--- config.mk ---
export PLATFORM = sky130hd
export DESIGN_NAME = alu_share_arbiter
export DESIGN_NICKNAME = d
export VERILOG_FILES = /design/src/rtl/alu_share_arbiter.sv
export SDC_FILE = /design/constraint.sdc
export NUM_CORES = 1
export LEC_CHECK = 0
export ABC_AREA = 0
export ABC_CLOCK_PERIOD_IN_PS = 2400
export CAP_MARGIN = 30
export CORE_ASPECT_RATIO = 0.75
export CORE_MARGIN = 2
export CORE_UTILIZATION = 35
export CTS_CLUSTER_DIAMETER = 30
export DETAILED_ROUTE_END_ITERATION = 8
export DONT_BUFFER_PORTS = 1
export PLACE_DENSITY_LB_ADDON = 0.25
export SLEW_MARGIN = 15
export SYNTH_ARGS = -nofsm -noshare
export SYNTH_HDL_FRONTEND = slang
export SYNTH_SLANG_ARGS = --single-unit
--- constraint.sdc ---
create_clock -name clk -period 2.4 [get_ports clk]
set_clock_uncertainty 0.05 [all_clocks]
set_input_delay 0.72 -clock clk [delete_from_list [all_inputs] [get_ports clk]]
set_output_delay 0.72 -clock clk [all_outputs]
set_load 0.02 [all_outputs]
--- src/rtl/alu_share_arbiter.sv ---
// Round-robin arbiter sharing one combinational ALU among NREQ requesters.
// One transaction at a time: grant/latch operands, capture result, hold until accepted.
module alu_share_arbiter #(
  parameter int NREQ = 4,
  parameter int IDW  = 2,
  parameter int W    = 16
) (
  input  logic              clk,
  input  logic              rst,
  input  logic [NREQ-1:0]   req,
  input  logic [3*NREQ-1:0] req_op,
  input  logic [W*NREQ-1:0] req_x,
  input  logic [W*NREQ-1:0] req_y,
  input  logic [NREQ-1:0]   req_cin,
  output logic [NREQ-1:0]   gnt,
  output logic [W-1:0]      alu_x,
  output logic [W-1:0]      alu_y,
  output logic [2:0]        alu_opcod,
  output logic              alu_cin,
  input  logic [W-1:0]      alu_out,
  input  logic              alu_cout,
  output logic              rsp_valid,
  output logic [IDW-1:0]    rsp_id,
  output logic [W-1:0]      rsp_out,
  output logic              rsp_cout,
  input  logic              rsp_ready
);

  // state | meaning
  // IDLE  | waiting for any req; winner latched at the edge that leaves IDLE
  // EXEC  | operands drive the ALU; result captured at the edge that leaves EXEC
  // RESP  | result held on the response channel until rsp_valid && rsp_ready
  typedef enum logic [1:0] {IDLE, EXEC, RESP} state_t;

  state_t         state;
  state_t         state_next;
  logic [IDW-1:0] ptr;
  logic [IDW-1:0] win;
  logic [IDW-1:0] cand;

  // Search ptr+1 .. ptr+NREQ; walking backwards lets the nearest set bit win.
  always_comb begin
    win  = ptr;
    cand = ptr;
    for (int i = NREQ; i >= 1; i--) begin
      cand = IDW'((int'(ptr) + i) % NREQ);
      if (req[cand]) win = cand;
    end
  end

  always_ff @(posedge clk or posedge rst) begin
    if (rst) state <= IDLE;
    else     state <= state_next;
  end

  always_comb begin
    state_next = state;
    case (state)
      IDLE:    if (|req) state_next = EXEC;
      EXEC:    state_next = RESP;
      RESP:    if (rsp_ready) state_next = IDLE;
      default: state_next = IDLE;
    endcase
  end

  always_ff @(posedge clk or posedge rst) begin
    if (rst) begin
      gnt       <= '0;
      alu_x     <= '0;
      alu_y     <= '0;
      alu_opcod <= '0;
      alu_cin   <= 1'b0;
      rsp_valid <= 1'b0;
      rsp_id    <= '0;
      rsp_out   <= '0;
      rsp_cout  <= 1'b0;
      ptr       <= IDW'(NREQ - 1);
    end else begin
      case (state)
        IDLE: begin
          if (|req) begin
            gnt       <= NREQ'(1) << win;
            alu_x     <= req_x[int'(win)*W +: W];
            alu_y     <= req_y[int'(win)*W +: W];
            alu_opcod <= req_op[int'(win)*3 +: 3];
            alu_cin   <= req_cin[win];
            rsp_id    <= win;
            ptr       <= win;
          end
        end
        EXEC: begin
          rsp_out   <= alu_out;
          rsp_cout  <= alu_cout;
          rsp_valid <= 1'b1;
          gnt       <= '0;
        end
        RESP: begin
          if (rsp_ready) rsp_valid <= 1'b0;
        end
        default: ;
      endcase
    end
  end

endmodule

* Yosys cells after proc, flatten, opt, wreduce, memory -nomap -nowiden
Index checks and enable logic that the tools add are counted.
Storage, ports and cells: output and inout bits 60, flip-flop bits (word level) 64
Cells by class: shift-type cells 4, muxes and demuxes 21, multipliers 1, magnitude comparators 5, eq/ne operators 4, add/subtract/negate cells 4, reduce and logical (&&, ||, !) cells 8
Operators by type and width (count):
- 64-bit by 7-bit indexed part select with 16-bit output | 2
- 2-bit by 3-bit less-than comparator with 1-bit output, second input constant | 5
- 2-bit 2-to-1 mux | 6
- 12-bit by 5-bit indexed part select with 3-bit output | 1
- 1-bit binary-select mux with 2-bit select | 5
- 4-bit one-hot mux with 2 select lines | 1
- 2-bit AND reduction | 4
- 1-bit 2-to-1 mux | 6
- 2-bit one-hot mux with 3 select lines | 1
- 2-bit by 1-bit adder with 2-bit output, second input constant | 2
- 2-bit adder, second input constant | 2
- 2-bit by 2-bit multiplier with 4-bit output, second input constant | 1
- 4-bit 2-to-1 mux | 1
- 2-bit != test, second input constant | 2
- 2-bit nonzero test | 2
- 4-bit OR reduction | 1
- 1-bit by 2-bit << shifter with 4-bit output, first input constant | 1
- 2-bit by 1-bit == test with 1-bit output, second input constant | 1
- 2-bit == test, second input constant | 1
- 2-bit zero test | 1
- 1-bit one-hot mux with 2 select lines | 1

* Logic depth before layout (Yosys ltp)
depth after elaboration 10, depth in mapped cells 8, mapped depth without buffers 6

* Least setup slack after synthesis
OpenSTA, ideal clock, no wires.
path kind input port to flip-flop, from in req[0], to reg alu_opcod[0], setup time 0.124 ns, stages on the path 8, data arrival time 1.756 ns, setup slack 0.470 ns, cell sequence nand2b_1 a21o_1 and3_1 buf_6 buf_12 buf_8 a21oi_2 a211oi_2
On the way: word-level cells in the longest chain between the ends 8, elaborated cells between the ends (all ways) 16, those cells by class mul (1); shift (1); mux (12); reduce/logical (2)
Ends and longest elaborated chain:
- from (decl) | line 10 | input logic [NREQ-1:0] req,
- 1-bit binary-select mux with 2-bit select | line 47 | if (req[cand]) win = cand;
- 1-bit 2-to-1 mux (not written as such) | line 47
- 2-bit 2-to-1 mux (4 in series) | line 47
- 2-bit by 2-bit multiplier with 4-bit output | line 85 | alu_opcod <= req_op[int'(win)*3 +: 3];
- 12-bit by 5-bit indexed part select with 3-bit output | line 85
- to (signal assigned) | line 85
- to (decl) | line 18 | output logic [2:0] alu_opcod,
Parallel ways exist; a longest one is shown, timed or not. The select of a mux whose other input is x is not followed. A chain may end at the register's enable or synchronous reset.

* Worst setup path after layout
from reg ptr[1], to reg alu_y[9]
On the way: word-level cells in the longest chain between the ends 8, elaborated cells between the ends (all ways) 17, those cells by class add/sub (4); shift (1); mux (12)
Ends and longest elaborated chain:
- from (decl) | line 37 | logic [IDW-1:0] ptr;
- from (signal assigned) | line 77 | ptr <= IDW'(NREQ - 1);
- from (signal assigned) | line 88 | ptr <= win;
- 2-bit by 1-bit adder with 2-bit output | line 46 | cand = IDW'((int'(ptr) + i) % NREQ);
- 1-bit binary-select mux with 2-bit select | line 47
- 1-bit 2-to-1 mux (not written as such) | line 47
- 2-bit 2-to-1 mux (3 in series) | line 47
- 2-bit 2-to-1 mux * | line 47
- 64-bit by 7-bit indexed part select with 16-bit output * | line 84 | alu_y <= req_y[int'(win)*W +: W];
- to (signal assigned) | line 84
- to (decl) | line 17 | output logic [W-1:0] alu_y,
Every way passes the cells marked *; elsewhere a longest branch is shown, timed or not. The select of a mux whose other input is x is not followed.

==> impl_metrics.csv <==
group,metric,value,unit
run_status,status,"completed",
finish,n_antenna_cell,0,
synthesis,synthAdderAreaFrac,0,%
sta,setup_viol,0,
global_routing,overflow,0,
floorplanning,die_y,97.8,µm
global_routing,grt_pass1_wl,18700,µm
global_routing,antenna_found_initial,0,
sta,fin_crit,2.00,ns
floorplanning,core_region_area,0.0115,mm²
clock_network,post-cts-setup-buffer-count,0,
drt,drt_iter0_markers,143,
drt,drc,0,
drt,vias,3349,
clock_network,cts_max_level,3,
worst_hold_path,worstHoldPathType,"in2async",
global_routing,grt_max_degree,41,
synthesis,yosys.area_share.simple,20.0,%
drt,routed_via_density,5.49,
drt,routed_wl,12100,µm
floorplanning,io_pins,228,
floorplanning,initial_core_util,35.6,%
clock_network,cts_root_buf,"clkbuf_16",
setup_path,start_kind,"register",
power_and_ir_drop,p_total,7.39,mW
synthesis,syn_area,0.00411,mm²
synthesis,synth_area_per_cell,9.07,µm²
synthesis,synth-warning-count,0,
floorplanning,die_area,0.0126,mm²
clock_network,clock-sinks,64,
power_and_ir_drop,power.density,1630,mW/mm²
clock_network,cts_buffers,9,
setup_path,crit_arrival,2.20,ns
global_routing,grt_usage,19.1,%
sta,slew_headroom,62.0,%
clock_network,clk_latency,0.32,ns
place,place_hpwl,8740,µm
clock_network,cts_tree,"built",
setup_path,path_class,"reg2reg",
synthesis,synth_top_family_by_area,"compound AO/OA/AOI/OAI gates",
finish,multi_input_area,0.00206,mm²
clock_network,cts-resized-gates,0,
finish,seqCellArea,0.00160,mm²
floorplanning,fp-row-count,34,
clock_network,clk_pin_slew,0.06,ns
synthesis,syn-instance-count,453,
synthesis,synth_xor_area_share,0,%
sta,hold_viol_final,0,
place,gp_congestion,0.810,
drt,wl_per_cell,19.8,µm
setup_path,required,2.60,ns
finish,area_growth,10.8,%
sta,layout_setup_ws,0.401,ns
sta,setup_tns,0,ns
clock_network,holdBufCountCts,0,
power_and_ir_drop,ir_worst_vdd,0.527,mV
finish,nets,611,
finish,drive_gt1_share,25.4,%
sta,timing.fmax,500,MHz
finish,nFillCells,1151,
sta,grt_setup_unrepaired,"no",
place,numPortBuffers,0,
synthesis,synth_compound_area_share,29.9,%
setup_path,cp-end-kind,"register",
synthesis,synthMuxAreaShare,0,%
synthesis,ys_types,31,
drt,firstDrtPassIters,4,
floorplanning,die_w,129,µm
global_routing,grt_pass1_vias,3544,
sta,slew_violations,0,
power_and_ir_drop,p_leak,2.20,nW
clock_network,max-clock-path-buffers,2,
drt,final_antenna_net_count,0,
setup_path,critPathMaxFanout,14,
place,dp_slack,0.106,ns
sta,finalCritPeriodShare,83.3,%
synthesis,ys_ff_latch,64,
synthesis,synth.yosys.seq_area_share,39.0,%
synthesis,syn-num-nets,621,
run,max-cap-violations,0,
finish,final_util,39.5,%
sta,tightest_slew,0.570,ns
-- layout make-up --
| cell class | instances | share of cell area [%] |
|---|---|---|
| Multi-Input combinational cell | 308 | 45.3 |
| Sequential cell | 64 | 35.3 |
| Clock buffer | 13 | 5.72 |
| Timing Repair Buffer | 20 | 4.48 |
| Tap cell | 162 | 4.46 |
| Inverter | 40 | 3.33 |
| Clock inverter | 3 | 1.43 |
-- synthesized netlist by cell type --
cell type  count  area share (%)
a21oi_2       36             7.7
o21ai_0        1            0.12
dfstp_2        2             1.3
nand4_1       36             5.5
a211o_1        1            0.21
nor2b_1        2            0.30
nand3_2        2            0.49
inv_1         39             3.6
a21oi_1        4            0.49
and3_1         1            0.15
nand2b_1       4            0.61
nor3_1         1            0.12
nand2_1       92             8.4
a211oi_2      36              11
clkbuf_1      13             1.2
o21ai_1        1            0.12
nand3b_1       1            0.18
buf_2         14             1.7
buf_8          2            0.73
nor2_1        46             4.2
o211a_1       36             8.8
buf_12         3             1.5
a31oi_1        1            0.15
buf_4          1            0.18
a21o_1         2            0.37
a32o_1         2            0.49
o22ai_1        2            0.30
buf_6          8             2.2
clkinv_2       1            0.12
o21a_1         1            0.18
dfrtp_1       62              38
-- final timing paths --
kind,slack (ns),depth (start not counted),start,end
max in group asynchronous,1.59,2,rst,ptr[1]
min in group clk,0.44,2,alu_out[8],rsp_out[8]
setup / recovery,0.40,6,ptr[1],alu_y[9]
setup reg to reg,0.40,6,ptr[1],alu_y[9]
hold reg to reg,0.48,1,state[1],rsp_valid
hold / removal,0.31,2,rst,rsp_out[7]
-- worst max-delay path, stage by stage (launching register included) --
cell and delay (ns):
dfstp_2 0.58, nand2b_1 0.12, a21o_1 0.21, and3_4 0.37, buf_4 0.28, a21oi_2 0.09, a211oi_2 0.21
-- cells by family after synthesis --
kind of cell / Yosys count
simple gates: 185
flops: 64
buf+inv: 81
compound gates: 123
-- routing by layer --
metal | part of all wire (%) | up-vias | GRT usage, %
li1 | - | 1553 | -
met1 | 42 | 1641 | 22.9
met2 | 49 | 146 | 32.5
met3 | 8.6 | 9 | 7.84
met4 | 0.72 | 0 | 3.60
met5 | 0 | - | 0
-- stage by stage --
step | hold slack (ns) | instances | area [µm²]
4_1_cts | 0.321 | 610 | 4550
5_1_grt | 0.331 | 610 | 4550
6_report | 0.312 | 610 | 4550
2_1_floorplan | 0.425 | 453 | 4110
3_3_place_gp | 0.463 | 593 | 4210
3_5_place_dp | 0.481 | 594 | 4220
-- registers in the layout (all words and copies together) (netlist names) --
| register | cells |
|---|---|
| alu_x | 16 |
| rsp_valid | 1 |
| state | 2 |
| rsp_out | 16 |
| rsp_cout | 1 |
| rsp_id | 2 |
| gnt | 4 |
| ptr | 2 |
| alu_cin | 1 |
| alu_opcod | 3 |
| alu_y | 16 |
-- cell usage in the layout, fill, tap and decap left out, drive strengths merged --
cell    synthesis  layout
nand2          92      92
dfrtp          62      62
nor2           46      46
a21oi          40      40
inv            39      39
nand4          36      36
o211a          36      36
a211oi         36      36
buf            28      20
clkbuf         13      13
nand2b          4       4
a21o            2       2
nand3           2       2
nor2b           2       2
clkinv          1       2
o22ai           2       2
a32o            2       2
bufinv          0       2
dfstp           2       2
o21ai           2       2
nand3b          1       1
and3            1       1
o21a            1       1
nor3            1       1
a31oi           1       1
a211o           1       1
-- power breakdown --
part           leakage (nW)  total, mW  switching (mW)  internal (mW)
sequential            0.742       2.67            1.02           1.65
combinational          1.30       3.30            1.96           1.34
clock                 0.160       1.42           0.458          0.964
No activity file was read; power rests on OpenSTA's default activity.
